## src/rtl/synchronous_fifo.sv

```systemverilog
// Single-clock FIFO with registered read data (1-cycle read latency); writes while full and reads while empty are dropped.
// Optional occupancy output `count` is enabled by defining SYNCHRONOUS_FIFO_COUNT_EN.
module synchronous_fifo #(
  parameter int DEPTH      = 16,
  parameter int DATA_WIDTH = 8
) (
  input  logic                    clk,
  input  logic                    rst_n,
  input  logic                    w_en,
  input  logic                    r_en,
  input  logic [DATA_WIDTH-1:0]   data_in,
  output logic [DATA_WIDTH-1:0]   data_out,
  output logic                    full,
`ifdef SYNCHRONOUS_FIFO_COUNT_EN
  output logic                    empty,
  output logic [$clog2(DEPTH):0]  count
`else
  output logic                    empty
`endif
);

  localparam int AW = $clog2(DEPTH);
  localparam logic [AW:0] PTR_INC = {{AW{1'b0}}, 1'b1};

  logic [DATA_WIDTH-1:0] mem [DEPTH];
  logic [AW:0]           wr_ptr;
  logic [AW:0]           rd_ptr;
  logic                  wr_acc;
  logic                  rd_acc;

  // Extra MSB on each pointer distinguishes full from empty when addresses match.
  assign empty  = (wr_ptr == rd_ptr);
  assign full   = (wr_ptr[AW-1:0] == rd_ptr[AW-1:0]) && (wr_ptr[AW] != rd_ptr[AW]);
  assign wr_acc = w_en && !full;
  assign rd_acc = r_en && !empty;

  // Storage is deliberately left out of reset.
  always_ff @(posedge clk) begin
    if (wr_acc) begin
      mem[wr_ptr[AW-1:0]] <= data_in;
    end
  end

  always_ff @(posedge clk or negedge rst_n) begin
    if (!rst_n) begin
      wr_ptr   <= '0;
      rd_ptr   <= '0;
      data_out <= '0;
    end else begin
      if (wr_acc) begin
        wr_ptr <= wr_ptr + PTR_INC;
      end
      if (rd_acc) begin
        rd_ptr   <= rd_ptr + PTR_INC;
        data_out <= mem[rd_ptr[AW-1:0]];
      end
    end
  end

`ifdef SYNCHRONOUS_FIFO_COUNT_EN
  assign count = wr_ptr - rd_ptr;
`endif

endmodule

```

## config.mk

```make
export PLATFORM = sky130hd
export DESIGN_NAME = synchronous_fifo
export DESIGN_NICKNAME = d
export VERILOG_FILES = /design/src/rtl/synchronous_fifo.sv
export SDC_FILE = /design/constraint.sdc
export NUM_CORES = 1
export LEC_CHECK = 0
export CORE_MARGIN = 2
export CORE_UTILIZATION = 35
export CTS_BUF_LIST = sky130_fd_sc_hd__clkbuf_16
export DETAILED_ROUTE_END_ITERATION = 10
export SYNTH_ARGS = -nofsm -noshare
export SYNTH_HDL_FRONTEND = slang
export SYNTH_SLANG_ARGS = --single-unit
export TNS_END_PERCENT = 50
```

## constraint.sdc

```tcl
create_clock -name clk -period 2.15 [get_ports clk]
set_clock_uncertainty 0.1 [all_clocks]
set_input_delay 0.43 -clock clk [delete_from_list [all_inputs] [get_ports clk]]
set_output_delay 0.43 -clock clk [all_outputs]
set_load 0.01 [all_outputs]
```

==> flow_metrics.py, run 1 <==
metrics = {
    "logic_synthesis": {
        "synth_top_family_by_area": "multiplexers",
        "synth_nets": 318,
        "synth_simple_gate_area_frac": 0.0359,
        "yosys.area_share.xor_xnor": 0.0206,
        "synthMuxAreaShare": 0.160,
        "synth-seq-cells": 146,
        "synth-seq-area-share": 0.721,
        "synth_compound_area_frac": 0.0355,
        "synth_cell_types": 29,
        "ys_warn_count": 0,
        "synth_fa_ha_area_frac": 0.0105,
        "avgSynthCellArea_um2": 19.8,
        "syn_area_um2": 5950,
        "syn_inst": 301,
    },
    "placed_design": {
        "place_area_um2": 6860,
        "pre_cts_ws_ns": -0.0702,
        "place_congestion": 0.733,
        "hpwl_um": 7800,
        "dpl.cell_count": 568,
        "io_buffers": 21,
    },
    "floorplanning": {
        "rows": 47,
        "initial_core_util": 0.359,
        "dieArea_um2": 18100,
        "die_width_um": 134,
        "core_um2": 16600,
        "io_pins": 22,
        "dieHeight_um": 134,
    },
    "routing": {
        "totalWireLength_um": 11500,
        "met3_length_um": 446,
        "top_layer_used": "met4",
        "drt_iter0_drc": 235,
        "dr.pass1.iters": 4,
        "wire_per_inst_um": 19.1,
        "viasPerCell": 4.86,
        "ant_nets": 0,
        "vias": 2930,
        "dr_wl_met2_um": 5370,
        "wl_met1_um": 5540,
        "drc": 0,
    },
    "timing": {
        "max-slew-margin-rel": 0.622,
        "worstMarginPinSlew_ns": 0.566,
        "drv_slew": 0,
        "timing.final.ws_setup_ns": -0.0200,
        "finalCritPeriodShare": 1.01,
        "setup-violations-final": 2,
        "fmax_mhz": 461,
        "min_period_ns": 2.17,
        "hold_violations": 0,
        "rsz0062_at_grt": "yes",
    },
    "clock_tree": {
        "cts_sinks": 146,
        "htreeDepth": 4,
        "cts_buffers": 17,
        "cts_buffer_depth": 2,
        "cts_tree": "yes",
        "clockRootBuffer": "clkbuf_16",
        "clk_pin_slew_ns": 0.06,
        "clkLatencyLatePin_ns": 0.42,
    },
    "layout": {
        "antenna_cells": 0,
        "drive_gt1_frac": 0.350,
        "area_growth_pct": 27.1,
        "fin_cells": 603,
        "seq_area_um2": 4300,
        "multi_input_area_um2": 1620,
        "nets": 387,
        "n_fill_cell": 1428,
        "fin_util": 0.456,
        "final_area_um2": 7570,
    },
    "power": {
        "p_leak_uw": 0.00264,
        "finalPower_uw": 10400,
        "powerDensity_nw_per_um2": 1370,
        "peakVddDrop_mv": 0.716,
    },
    "worst_setup_path": {
        "worst-path-buf-inv": 2,
        "r2r_slack_ns": -0.02,
        "rr_worst_depth": 6,
        "crit_fanout": 8,
        "end_kind": "flop",
        "critPathMaxStageDelay_ns": 0.52,
        "path_cells": "buf_4 > buf_12 > mux4_2 > mux2_4 > a22o_1 > mux2_2",
        "crit_slowest_cell": "mux4_2",
        "cp-start-kind": "flop",
        "path_delay_family": "multiplexers",
        "worst-setup-path-type": "flop to flop",
        "crit_arrival_ns": 2.37,
        "required_ns": 2.35,
        "rr_endpoint": "data_out[2]",
        "rr_startpoint": "rd_ptr[1]",
    },
    "outcome": {
        "status": "finished with violations",
        "violations": "negative setup slack",
    },
    "global_route": {
        "gr-total-overflow": 0,
        "grt_pass1_wl_um": 18200,
        "grtUsageTotal": 0.139,
        "antenna_found_initial": 0,
        "grt_pass1_vias": 3095,
        "grt_max_degree": 22,
    },
    "job": {
        "maxCapViolations": 0,
    },
    "worst_hold_path": {
        "hold_path_class": "input port to async pin",
    },
}
-- worst reg2reg max path: stages (launching register included) --
cell     delay, ns
dfrtp_2       0.40
buf_4         0.13
buf_12        0.13
mux4_2        0.53
mux2_4        0.29
a22o_1        0.22
mux2_2        0.26
-- layer usage --
| layer | vias up | global-route usage |
|---|---|---|
| li1 | 1358 | - |
| met1 | 1501 | 0.195 |
| met2 | 59 | 0.209 |
| met3 | 12 | 0.0355 |
| met4 | 0 | 0.0497 |
| met5 | - | 0 |
-- flip-flops by register name, summed over array words and instances, names as in the netlist --
signal    count
rd_ptr        5
data_out      8
wr_ptr        5
mem         128
-- what timing repair did --
action,4_1_cts,5_1_grt
pin swaps,6,0
buffers inserted,2,1
gates cloned,1,0
gates resized for setup,32,21
hold buffers,0,0
setup endpoints to repair,106,112
-- kinds of logic (layout without fill, tap and decap cells) --
logic type               after synthesis  count (layout)
adder cells (fa/ha/maj)                5               5
AND/OR/NAND/NOR                       35              35
flip-flops                           146             146
AO/OA/AOI/OAI                         24              24
XOR/XNOR                              14              14
multiplexers                          58              58
buffers and inverters                 19             101
-- per-stage QoR --
stage	hold WS (ns)	TNS [ns]
after global placement	0.392	-3.16
after detailed placement	0.396	-4.18
after global routing	0.288	-0.363
after CTS	0.264	-0.0838
after floorplan	0.0344	0
final	0.266	-0.0366
-- worst max-delay path by stage --
stage / from / to / slack (ns) / cells after the start
2_1_floorplan: rd_ptr[0] / mem[0][0] / 0.08 / 6
3_3_place_gp: rd_ptr[1] / mem[6][6] / -0.06 / 8
3_5_place_dp: w_en / mem[4][7] / -0.07 / 4
4_1_cts: rd_ptr[1] / full / -0.04 / 6
5_1_grt: rd_ptr[1] / data_out[4] / -0.08 / 6
6_report: rd_ptr[1] / data_out[2] / -0.02 / 6
-- area by class of cell --
cell class	count	area share
inverter	3	0.00149
clock inverter	15	0.0222
sequential	146	0.568
tap	220	0.0364
timing repair buffer	66	0.102
clock buffer	17	0.0562
multi-input combinational	136	0.214
-- where the power goes --
group	leakage (uW)	total [uW]	internal (uW)	switching, uW
Combinational	0.000979	3740	2030	1710
Sequential	0.00136	3730	3530	200
Clock	0.000296	2910	1820	1100
-- cells in the mapped netlist --
| cell type | count | area (um2) |
|---|---|---|
| o21a_1 | 1 | 7.51 |
| clkbuf_2 | 1 | 5.00 |
| buf_4 | 1 | 7.51 |
| buf_6 | 2 | 22.5 |
| buf_2 | 5 | 25.0 |
| nand4_2 | 1 | 12.5 |
| a22o_1 | 8 | 70.1 |
| clkbuf_1 | 5 | 18.8 |
| xnor2_1 | 13 | 114 |
| o2111ai_1 | 2 | 17.5 |
| nor2_1 | 4 | 15.0 |
| buf_1 | 2 | 7.51 |
| and3_1 | 14 | 87.6 |
| nor2b_1 | 5 | 31.3 |
| mux2i_1 | 16 | 160 |
| xor2_1 | 1 | 8.76 |
| edfxtp_1 | 128 | 3840 |
| a221oi_1 | 8 | 70.1 |
| mux4_1 | 13 | 342 |
| o21ai_4 | 1 | 16.3 |
| inv_1 | 3 | 11.3 |
| mux4_2 | 11 | 248 |
| dfrtp_1 | 18 | 450 |
| ha_1 | 5 | 62.6 |
| o211ai_1 | 4 | 30.0 |
| mux2_2 | 18 | 203 |
| nor3_1 | 1 | 5.00 |
| nand2b_1 | 8 | 50.1 |
| and2_1 | 2 | 12.5 |
-- placed cells by master, fill, tap and decap left out, types with 4 or more instances in the layout --
cell,synthesis,routed
a221oi_1,8,8
a22o_1,8,8
and3_1,14,7
and3_4,0,7
buf_12,0,16
buf_4,1,25
buf_6,2,5
clkbuf_16,0,17
clkdlybuf4s50_1,0,19
clkinv_2,0,4
dfrtp_1,18,16
edfxtp_1,128,128
ha_1,5,5
inv_1,3,5
mux2_2,18,14
mux2_4,0,4
mux2i_1,16,16
mux4_2,11,23
nand2b_1,8,8
nor2b_1,5,5
o211ai_1,4,4
xnor2_1,13,12
(Power assumes the default switching activity.)
==> run 2, diff against run 1 <==
- CORE_MARGIN: 2 -> unset
- CORE_UTILIZATION: 35 -> 45
==> run 2 against run 1 <==
Net effect: the flow still finishes with violations (negative setup slack); sequential power about the same; core utilization up 13 points; fmax down 3.1%; setup slack worse by 0.069 ns; register-to-register slack worse by 0.07 ns; critical path type unchanged; die area down 24%; design area down 0.91%.
==> flow_metrics.py, run 2 (synthesis results as in run 1) <==
metrics = {
    "clock_tree": {
        "clkLatencyLatePin_ns": 0.41,
        "htreeDepth": 4,
        "cts_buffers": 17,
        "clk_pin_slew_ns": 0.06,
        "cts_sinks": 146,
        "cts_buffer_depth": 2,
        "cts_tree": "yes",
        "clockRootBuffer": "clkbuf_16",
    },
    "floorplanning": {
        "rows": 41,
        "dieHeight_um": 117,
        "initial_core_util": 0.466,
        "io_pins": 22,
        "dieArea_um2": 13700,
        "die_width_um": 117,
        "core_um2": 12800,
    },
    "timing": {
        "finalCritPeriodShare": 1.04,
        "tns_ns": -0.500,
        "fmax_mhz": 447,
        "drv_slew": 0,
        "setup-violations-final": 10,
        "min_period_ns": 2.24,
        "hold_violations": 0,
        "worstMarginPinSlew_ns": 0.701,
        "max-slew-margin-rel": 0.531,
        "rsz0062_at_grt": "yes",
        "timing.final.ws_setup_ns": -0.0892,
    },
    "placed_design": {
        "place_congestion": 0.749,
        "place_area_um2": 6660,
        "hpwl_um": 8370,
        "dpl.cell_count": 514,
        "io_buffers": 21,
    },
    "layout": {
        "drive_gt1_frac": 0.365,
        "final_area_um2": 7500,
        "antenna_cells": 0,
        "fin_cells": 558,
        "largest_reg_flops": 128,
        "nets": 390,
        "area_growth_pct": 26.0,
        "layout_common_cells": "edfxtp_1 (128), buf_4 (34), clkdlybuf4s50_1 (19), clkbuf_16 (18)",
        "fin_util": 0.587,
        "final_common_cell": "edfxtp_1",
    },
    "routing": {
        "dr.pass1.iters": 5,
        "wire_per_inst_um": 23.1,
        "drc": 0,
        "drt_iter0_drc": 259,
        "ant_nets": 0,
        "viasPerCell": 5.41,
        "vias": 3016,
        "totalWireLength_um": 12900,
    },
    "global_route": {
        "grt_pass1_wl_um": 18800,
        "grtUsageTotal": 0.207,
        "grt_pass1_vias": 3107,
        "antenna_found_initial": 0,
        "grt_max_degree": 22,
        "gr-total-overflow": 0,
    },
    "worst_setup_path": {
        "worst-setup-path-type": "flop to flop",
        "required_ns": 2.35,
        "r2r_slack_ns": -0.09,
        "cp-start-kind": "flop",
        "crit_fanout": 6,
        "end_kind": "flop",
        "crit_arrival_ns": 2.44,
    },
    "outcome": {
        "status": "finished with violations",
        "violations": "negative setup slack",
    },
    "power": {
        "powerDensity_nw_per_um2": 1420,
        "p_leak_uw": 0.00271,
        "finalPower_uw": 10700,
        "peakVddDrop_mv": 0.952,
    },
    "worst_hold_path": {
        "hold_path_class": "input port to async pin",
    },
    "job": {
        "maxCapViolations": 0,
    },
}
-- run 2: cell types whose count changed in the layout (fill, tap and decap cells not counted), moves of 4 or more --
cell / before / now
buf_4: 25 / 34
buf_12: 16 / 8
mux4_1: 1 / 8
mux4_2: 23 / 16
and3_1: 7 / 2
and3_2: 0 / 4
clkinv_2: 4 / 8
mux2_2: 14 / 10
mux2_4: 4 / 8
-- run 2: worst paths after layout --
check | cells past startpoint | endpoint | from
max reg2reg | 6 | data_out[7] | rd_ptr[1]
min | 2 | data_out[2] | rst_n
min reg2reg | 1 | data_out[4] | data_out[4]
max in group asynchronous | 2 | wr_ptr[0] | rst_n
max | 6 | data_out[7] | rd_ptr[1]
min in group clk | 1 | data_out[4] | data_out[4]
-- run 2: what timing repair did --
| item | in CTS | in global routing |
|---|---|---|
| buffers inserted | 4 | 7 |
| pin swaps | 2 | 5 |
| hold buffers | 0 | 0 |
| resized for setup | 19 | 44 |
| setup endpoints to repair | 68 | 107 |
| cloned | 0 | 1 |
-- run 2: stage by stage --
step | hold slack [ns] | worst slack [ns]
2_1_floorplan | 0.0344 | 0.0751
3_3_place_gp | 0.386 | -0.187
3_5_place_dp | 0.393 | -0.251
4_1_cts | 0.253 | -0.0922
5_1_grt | 0.263 | -0.131
6_report | 0.255 | -0.0892
-- run 2: report_power, final --
part           internal [uW]  switching, uW  total [uW]
registers               3530            214        3750
logic                   2190           1840        4030
clock network           1790           1080        2880
-- run 2: worst max-delay path, stage by stage (launching register included) --
cell	delay [ns]
dfrtp_2	0.45
buf_12	0.15
buf_8	0.12
mux4_1	0.55
mux2_2	0.28
a22o_1	0.22
mux2_2	0.26
-- run 2: cell type report --
type | instances | area [um2]
Fill cell | 956 | 5270
Sequential cell | 146 | 4300
Multi-Input combinational cell | 136 | 1700
Timing Repair Buffer | 69 | 701
Clock buffer | 17 | 425
Tap cell | 172 | 215
Clock inverter | 15 | 150
Inverter | 3 | 11.3
-- run 2: metal layers --
| layer | wire, um | track usage | vias to the layer above |
|---|---|---|---|
| li1 | - | - | 1370 |
| met1 | 5720 | 0.266 | 1571 |
| met2 | 6500 | 0.339 | 58 |
| met3 | 490 | 0.0587 | 17 |
| met4 | 171 | 0.0743 | 0 |
| met5 | 0 | 0 | - |
==> run 3, diff against run 2 <==
- GPL_TIMING_DRIVEN: unset -> 1
- SLEW_MARGIN: unset -> 0
==> results of run 3 <==
Final layout, timing and power as in run 2 (identical DEF).
